File: src/rtl/mips_pkg.sv
// Shared MIPS encodings: ALU op classes, ID/EX control-bit positions and R-type funct codes.
package mips_pkg;

  typedef enum logic [1:0] {
    ALUOP_ADD   = 2'b00,
    ALUOP_SUB   = 2'b01,
    ALUOP_RTYPE = 2'b10
  } alu_op_e;

  localparam int unsigned CTRL_REG_WRITE  = 7;
  localparam int unsigned CTRL_MEM_TO_REG = 6;
  localparam int unsigned CTRL_MEM_READ   = 5;
  localparam int unsigned CTRL_MEM_WRITE  = 4;
  localparam int unsigned CTRL_BRANCH     = 3;
  localparam int unsigned CTRL_ALU_SRC    = 2;
  localparam int unsigned CTRL_REG_DST    = 1;
  localparam int unsigned CTRL_JUMP       = 0;

  localparam logic [5:0] FUNCT_ADD = 6'b100000;
  localparam logic [5:0] FUNCT_SUB = 6'b100010;
  localparam logic [5:0] FUNCT_AND = 6'b100100;
  localparam logic [5:0] FUNCT_OR  = 6'b100101;
  localparam logic [5:0] FUNCT_SLT = 6'b101010;

endpackage

File: src/rtl/load_use_detect.sv
// Combinational load-use hazard check between the load sitting in EX and the instruction in ID.
module load_use_detect #(
  parameter int unsigned REG_W = 5
) (
  input  logic             ex_valid,
  input  logic             ex_mem_read,
  input  logic [REG_W-1:0] ex_rt,
  input  logic             id_valid,
  input  logic [REG_W-1:0] id_rs,
  input  logic [REG_W-1:0] id_rt,
  input  logic             id_uses_rs,
  input  logic             id_uses_rt,
  output logic             load_use
);

  logic rs_match;
  logic rt_match;

  always_comb begin
    rs_match = id_uses_rs && (id_rs == ex_rt);
    rt_match = id_uses_rt && (id_rt == ex_rt);
    // $0 is hardwired to zero, so a load targeting it can never feed a dependent.
    load_use = ex_valid && ex_mem_read && (ex_rt != '0) && id_valid && (rs_match || rt_match);
  end

endmodule

File: src/rtl/id_ex_stage.sv
// ID/EX pipeline register with load-use bubble insertion, flush/hold priority and a saturating bubble counter.
module id_ex_stage
  import mips_pkg::*;
#(
  parameter int unsigned DATA_W = 32,
  parameter int unsigned REG_W  = 5,
  parameter int unsigned CNT_W  = 16
) (
  input  logic              clk,
  input  logic              rst,
  input  logic              id_valid,
  input  logic [7:0]        id_ctrl,
  input  logic [1:0]        id_alu_op,
  input  logic [DATA_W-1:0] id_rd1,
  input  logic [DATA_W-1:0] id_rd2,
  input  logic [DATA_W-1:0] id_imm,
  input  logic [REG_W-1:0]  id_rs,
  input  logic [REG_W-1:0]  id_rt,
  input  logic [REG_W-1:0]  id_rd,
  input  logic              id_uses_rs,
  input  logic              id_uses_rt,
  input  logic              flush_i,
  input  logic              hold_i,
  output logic              stall_o,
  output logic              ex_valid,
  output logic [7:0]        ex_ctrl,
  output logic [1:0]        ex_alu_op,
  output logic [5:0]        ex_funct,
  output logic [DATA_W-1:0] ex_rd1,
  output logic [DATA_W-1:0] ex_rd2,
  output logic [DATA_W-1:0] ex_imm,
  output logic [REG_W-1:0]  ex_rs,
  output logic [REG_W-1:0]  ex_rt,
  output logic [REG_W-1:0]  ex_rd,
  output logic [CNT_W-1:0]  bubble_cnt
);

  logic load_use;

  load_use_detect #(.REG_W(REG_W)) u_load_use_detect (
    .ex_valid    (ex_valid),
    .ex_mem_read (ex_ctrl[CTRL_MEM_READ]),
    .ex_rt       (ex_rt),
    .id_valid    (id_valid),
    .id_rs       (id_rs),
    .id_rt       (id_rt),
    .id_uses_rs  (id_uses_rs),
    .id_uses_rt  (id_uses_rt),
    .load_use    (load_use)
  );

  // Gated by rst so a hold request cannot leak a stall while the pipe is in reset.
  assign stall_o = (load_use || hold_i) && !flush_i && !rst;

  always_ff @(posedge clk or posedge rst) begin
    if (rst) begin
      ex_valid   <= 1'b0;
      ex_ctrl    <= '0;
      ex_alu_op  <= '0;
      ex_funct   <= '0;
      ex_rd1     <= '0;
      ex_rd2     <= '0;
      ex_imm     <= '0;
      ex_rs      <= '0;
      ex_rt      <= '0;
      ex_rd      <= '0;
      bubble_cnt <= '0;
    end else if (flush_i || (!hold_i && load_use)) begin
      // Flush and bubble share the clear path; only a bubble (hold low, no flush) bumps the counter.
      ex_valid   <= 1'b0;
      ex_ctrl    <= '0;
      ex_alu_op  <= '0;
      ex_funct   <= '0;
      ex_rd1     <= '0;
      ex_rd2     <= '0;
      ex_imm     <= '0;
      ex_rs      <= '0;
      ex_rt      <= '0;
      ex_rd      <= '0;
      if (!flush_i && (bubble_cnt != '1)) begin
        bubble_cnt <= bubble_cnt + CNT_W'(1);
      end
    end else if (!hold_i) begin
      ex_valid  <= id_valid;
      ex_ctrl   <= id_ctrl;
      ex_alu_op <= id_alu_op;
      ex_funct  <= id_imm[5:0];
      ex_rd1    <= id_rd1;
      ex_rd2    <= id_rd2;
      ex_imm    <= id_imm;
      ex_rs     <= id_rs;
      ex_rt     <= id_rt;
      ex_rd     <= id_rd;
    end
  end

endmodule

File: config.mk
export PLATFORM = sky130hd
export DESIGN_NAME = id_ex_stage
export DESIGN_NICKNAME = d
export VERILOG_FILES = /design/src/rtl/mips_pkg.sv /design/src/rtl/load_use_detect.sv /design/src/rtl/id_ex_stage.sv
export SDC_FILE = /design/constraint.sdc
export NUM_CORES = 1
export LEC_CHECK = 0
export CAP_MARGIN = 20
export CORE_MARGIN = 2
export CORE_UTILIZATION = 33
export CTS_CLUSTER_SIZE = 16
export DETAILED_ROUTE_END_ITERATION = 10
export PLACE_DENSITY = 0.7
export SLEW_MARGIN = 40
export SYNTH_ARGS = -nofsm -noshare
export SYNTH_HDL_FRONTEND = slang
export SYNTH_HIERARCHICAL = 1
export SYNTH_SLANG_ARGS = --single-unit
File: constraint.sdc
create_clock -name clk -period 4.9 [get_ports clk]
set_input_delay 1.47 -clock clk [delete_from_list [all_inputs] [get_ports clk]]
set_output_delay 1.47 -clock clk [all_outputs]
set_load 0.01 [all_outputs]
==> impl_metrics.env <==
export IMPL_drive_above_1_share_pct=6.589
export IMPL_total_power_uw=2972
export IMPL_cts_buffers=17
export IMPL_max_cap_violations=0
export IMPL_num_io_pins=273
export IMPL_power_density_nw_per_um2=325.3
export IMPL_cts_path_max_buffers=2
export IMPL_critPathKind="in2out"
export IMPL_clk_pin_slew_ps=50
export IMPL_dr_pass1_iters=5
export IMPL_power_leakage_uw=0.003994
export IMPL_die_h_um=134.7
export IMPL_tritoncts="yes"
export IMPL_die_w_um=134.7
export IMPL_post_dp_hpwl_um=11160
export IMPL_areaGrowthSynthToFinish_pct=62.07
export IMPL_maxSlewViolCount=0
export IMPL_htreeDepth=4
export IMPL_synth_cells=511
export IMPL_critPathTopFamily="buffers and inverters"
export IMPL_cp_end_kind="output pin"
export IMPL_synth_seq_cells=138
export IMPL_cp_required_ps=3430
export IMPL_nets=890
export IMPL_synthesis_nets=640
export IMPL_path_max_fanout=3
export IMPL_finalInstanceArea_sq_um=9138
export IMPL_fmax_mhz=207.1
export IMPL_cp_start_kind="input pin"
export IMPL_clock_latency_ps=410
export IMPL_postRouteAntennaNets=0
export IMPL_grt_overflow=0
export IMPL_avgSynthCellArea_sq_um=11.03
export IMPL_vias=5013
export IMPL_crit_slowest_cell="clkdlybuf4s50_1"
export IMPL_timing_critical_path_buf_inv=3
export IMPL_reg2reg_from="ex_rt[2]"
export IMPL_r2r_end="bubble_cnt[15]"
export IMPL_dp_cells=962
export IMPL_status="finished, final reports clean"
export IMPL_min_to="bubble_cnt[6]"
export IMPL_drt_iter0_drc=318
export IMPL_yosysUniqueCellTypes=33
export IMPL_path_cells="clkdlybuf4s50_1 -> xor2_1 -> nor4_2 -> nand3_1 -> a21oi_1 -> buf_4 -> nor2_4 -> nor3_1 -> dlygate4sd2_1"
export IMPL_gp_congestion=0.8680
export IMPL_start_util_pct=33.88
export IMPL_drt_wl_total_um=16570
export IMPL_layout_cells_non_filler=994
export IMPL_cp_arrival_ps=3360
export IMPL_hold_buffers=0
export IMPL_antenna_cells=0
export IMPL_placed_area_sq_um=8494
export IMPL_min_period_ps=4829
export IMPL_post_cts_setup_buffer_count=0
export IMPL_antenna_found_initial=0
export IMPL_finalSetupViolations=0
export IMPL_ir_drop_mv=0.2149
export IMPL_hold_path_class="reg2reg"
export IMPL_grt_pass1_vias=5123
export IMPL_rows=47
export IMPL_worstMarginPinSlew_ps=846.5
export IMPL_hold_violations=0
export IMPL_yosysSeqAreaShare_pct=61.25
export IMPL_yosysWarnings=6
export IMPL_grt_max_degree=124
export IMPL_grt_pass1_wl_um=26400
export IMPL_portBuffers=272
export IMPL_finalSetupTns_ps=0
export IMPL_whs_path_depth=1
export IMPL_wl_per_cell_um=16.67
export IMPL_core_sq_um=16640
export IMPL_fin_worst_skew_ps=8.622
export IMPL_dieArea_sq_um=18150
export IMPL_r2r_slack_ps=2170
export IMPL_syn_area_sq_um=5638
export IMPL_grtUsageTotal_pct=18.31
export IMPL_vias_per_cell=5.043
export IMPL_slew_headroom_pct=43.56
export IMPL_root_buffer="clkbuf_16"
export IMPL_worstHoldStart="bubble_cnt[6]"
export IMPL_drc=0
export IMPL_period_share_pct=98.56
export IMPL_reg2reg_depth=9
export IMPL_slowest_delay_ps=440
export IMPL_cts_sinks=138
==> how the worst max path moves through the flow <==
stage                   from      end  depth (start not counted)
detailed placement  id_rt[2]  stall_o                          9
global placement    id_rs[4]  stall_o                          9
finish              id_rs[2]  stall_o                          9
CTS                 id_rt[2]  stall_o                          9
floorplan           id_rs[2]  stall_o                          8
global route        id_rs[2]  stall_o                          9
==> power by group <==
part / internal [uW] / leakage, uW / switching (uW)
clock network: 858 / 0.000300 / 478
logic: 232 / 0.00186 / 179
registers: 1190 / 0.00184 / 33.8
total: 2280 / 0.00399 / 690
==> registers in the layout, indices dropped and copies added, names as in the netlist <==
name	flops
ex_rd2	32
bubble_cnt	16
ex_valid	1
ex_rd1	32
ex_rs	5
ex_rt	5
ex_ctrl	8
ex_funct	5
ex_alu_op	2
ex_rd	5
ex_imm	27
==> worst register-to-register path, stage by stage (launching register included) <==
cell and delay (ps):
dfrtp_1 450, xor2_1 210, nor4_2 310, nand3_1 130
a21oi_1 160, buf_4 160, nor3b_4 310, nand4_4 230
nor4_2 330, mux2_1 340
==> timing repair <==
item / in CTS / in global routing
endpoints found under the setup margin: 1 / 1
endpoints found under the hold margin: 0 / 0
gates cloned: 0 / 0
gates resized for setup: 1 / 2
==> kinds of logic after synthesis <==
kind of cell / Yosys count / synth area share, %
buffers and inverters: 50 / 4.039
adders and majority gates: 1 / 0.2219
xor gates and xnor gates: 19 / 2.952
DFF: 138 / 61.25
and+or+nand+nor: 170 / 13.72
AOI/OAI and AO/OA: 129 / 17.02
muxes: 4 / 0.7989
==> final cells by class <==
class | instances | area (sq um)
clock buffer | 23 | 488.0
tap | 220 | 275.3
multi-input combinational | 323 | 1977
clock inverter | 9 | 136.4
sequential | 138 | 3453
fill | 1450 | 7505
timing repair buffer | 278 | 2793
inverter | 3 | 15.01
==> metrics by stage <==
| step | hold WS, ps | util (%) | worst slack, ps |
|---|---|---|---|
| 6_report | 532.9 | 54.91 | 70.73 |
| 5_1_grt | 539.6 | 54.91 | -0.7445 |
| 4_1_cts | 527.4 | 54.79 | 121.2 |
| 3_5_place_dp | 516.1 | 51.04 | -146.7 |
| 3_3_place_gp | 511.1 | 50.97 | -156.6 |
| 2_1_floorplan | 533.7 | - | 524.8 |
==> placed cells by master, fill, tap and decap left out, types with 3 or more instances in the layout <==
cell type          n
clkdlybuf4s50_1  269
dfrtp_1          138
nor2_1           130
a22oi_1          122
clkbuf_16         17
xor2_1            15
nand2_1            9
clkbuf_8           7
nor3_1             5
nand4_1            5
nand3_1            5
nor4_2             4
a21oi_1            4
xnor2_1            4
buf_4              4
clkinvlp_4         3
mux2_2             3
bufinv_16          3
==> Yosys cell counts <==
| library cell | count | area [sq um] |
|---|---|---|
| a21oi_1 | 4 | 20.02 |
| a22oi_1 | 122 | 915.9 |
| and2_1 | 1 | 6.260 |
| and4_1 | 2 | 17.52 |
| buf_1 | 4 | 15.01 |
| buf_2 | 8 | 40.04 |
| buf_4 | 6 | 45.04 |
| buf_6 | 1 | 11.26 |
| clkbuf_1 | 28 | 105.1 |
| dfrtp_1 | 138 | 3453 |
| ha_1 | 1 | 12.51 |
| inv_1 | 3 | 11.26 |
| mux2_1 | 1 | 11.26 |
| mux2_2 | 3 | 33.78 |
| nand2_1 | 9 | 33.78 |
| nand2b_1 | 1 | 6.260 |
| nand3_1 | 5 | 25.02 |
| nand4_1 | 5 | 31.28 |
| nand4_4 | 1 | 21.27 |
| nand4b_1 | 1 | 8.760 |
| nor2_1 | 131 | 491.7 |
| nor3_1 | 5 | 25.02 |
| nor3b_4 | 1 | 18.77 |
| nor4_1 | 3 | 18.77 |
| nor4_2 | 2 | 25.02 |
| nor4_4 | 1 | 21.27 |
| nor4b_2 | 1 | 15.01 |
| o2111ai_1 | 1 | 8.760 |
| o21ai_0 | 1 | 5.000 |
| o32a_1 | 1 | 10.01 |
| or4_1 | 1 | 7.510 |
| xnor2_1 | 4 | 35.03 |
| xor2_1 | 15 | 131.4 |
==> routing by layer <==
layer	global-route usage [%]	wire (um)	part of all wire, %
met4	7.076	371	2.2
met2	29.41	8078	49
met1	23.08	6734	41
met3	5.893	1389	8.4
met5	0	0	0
(Power assumes the default switching activity.)
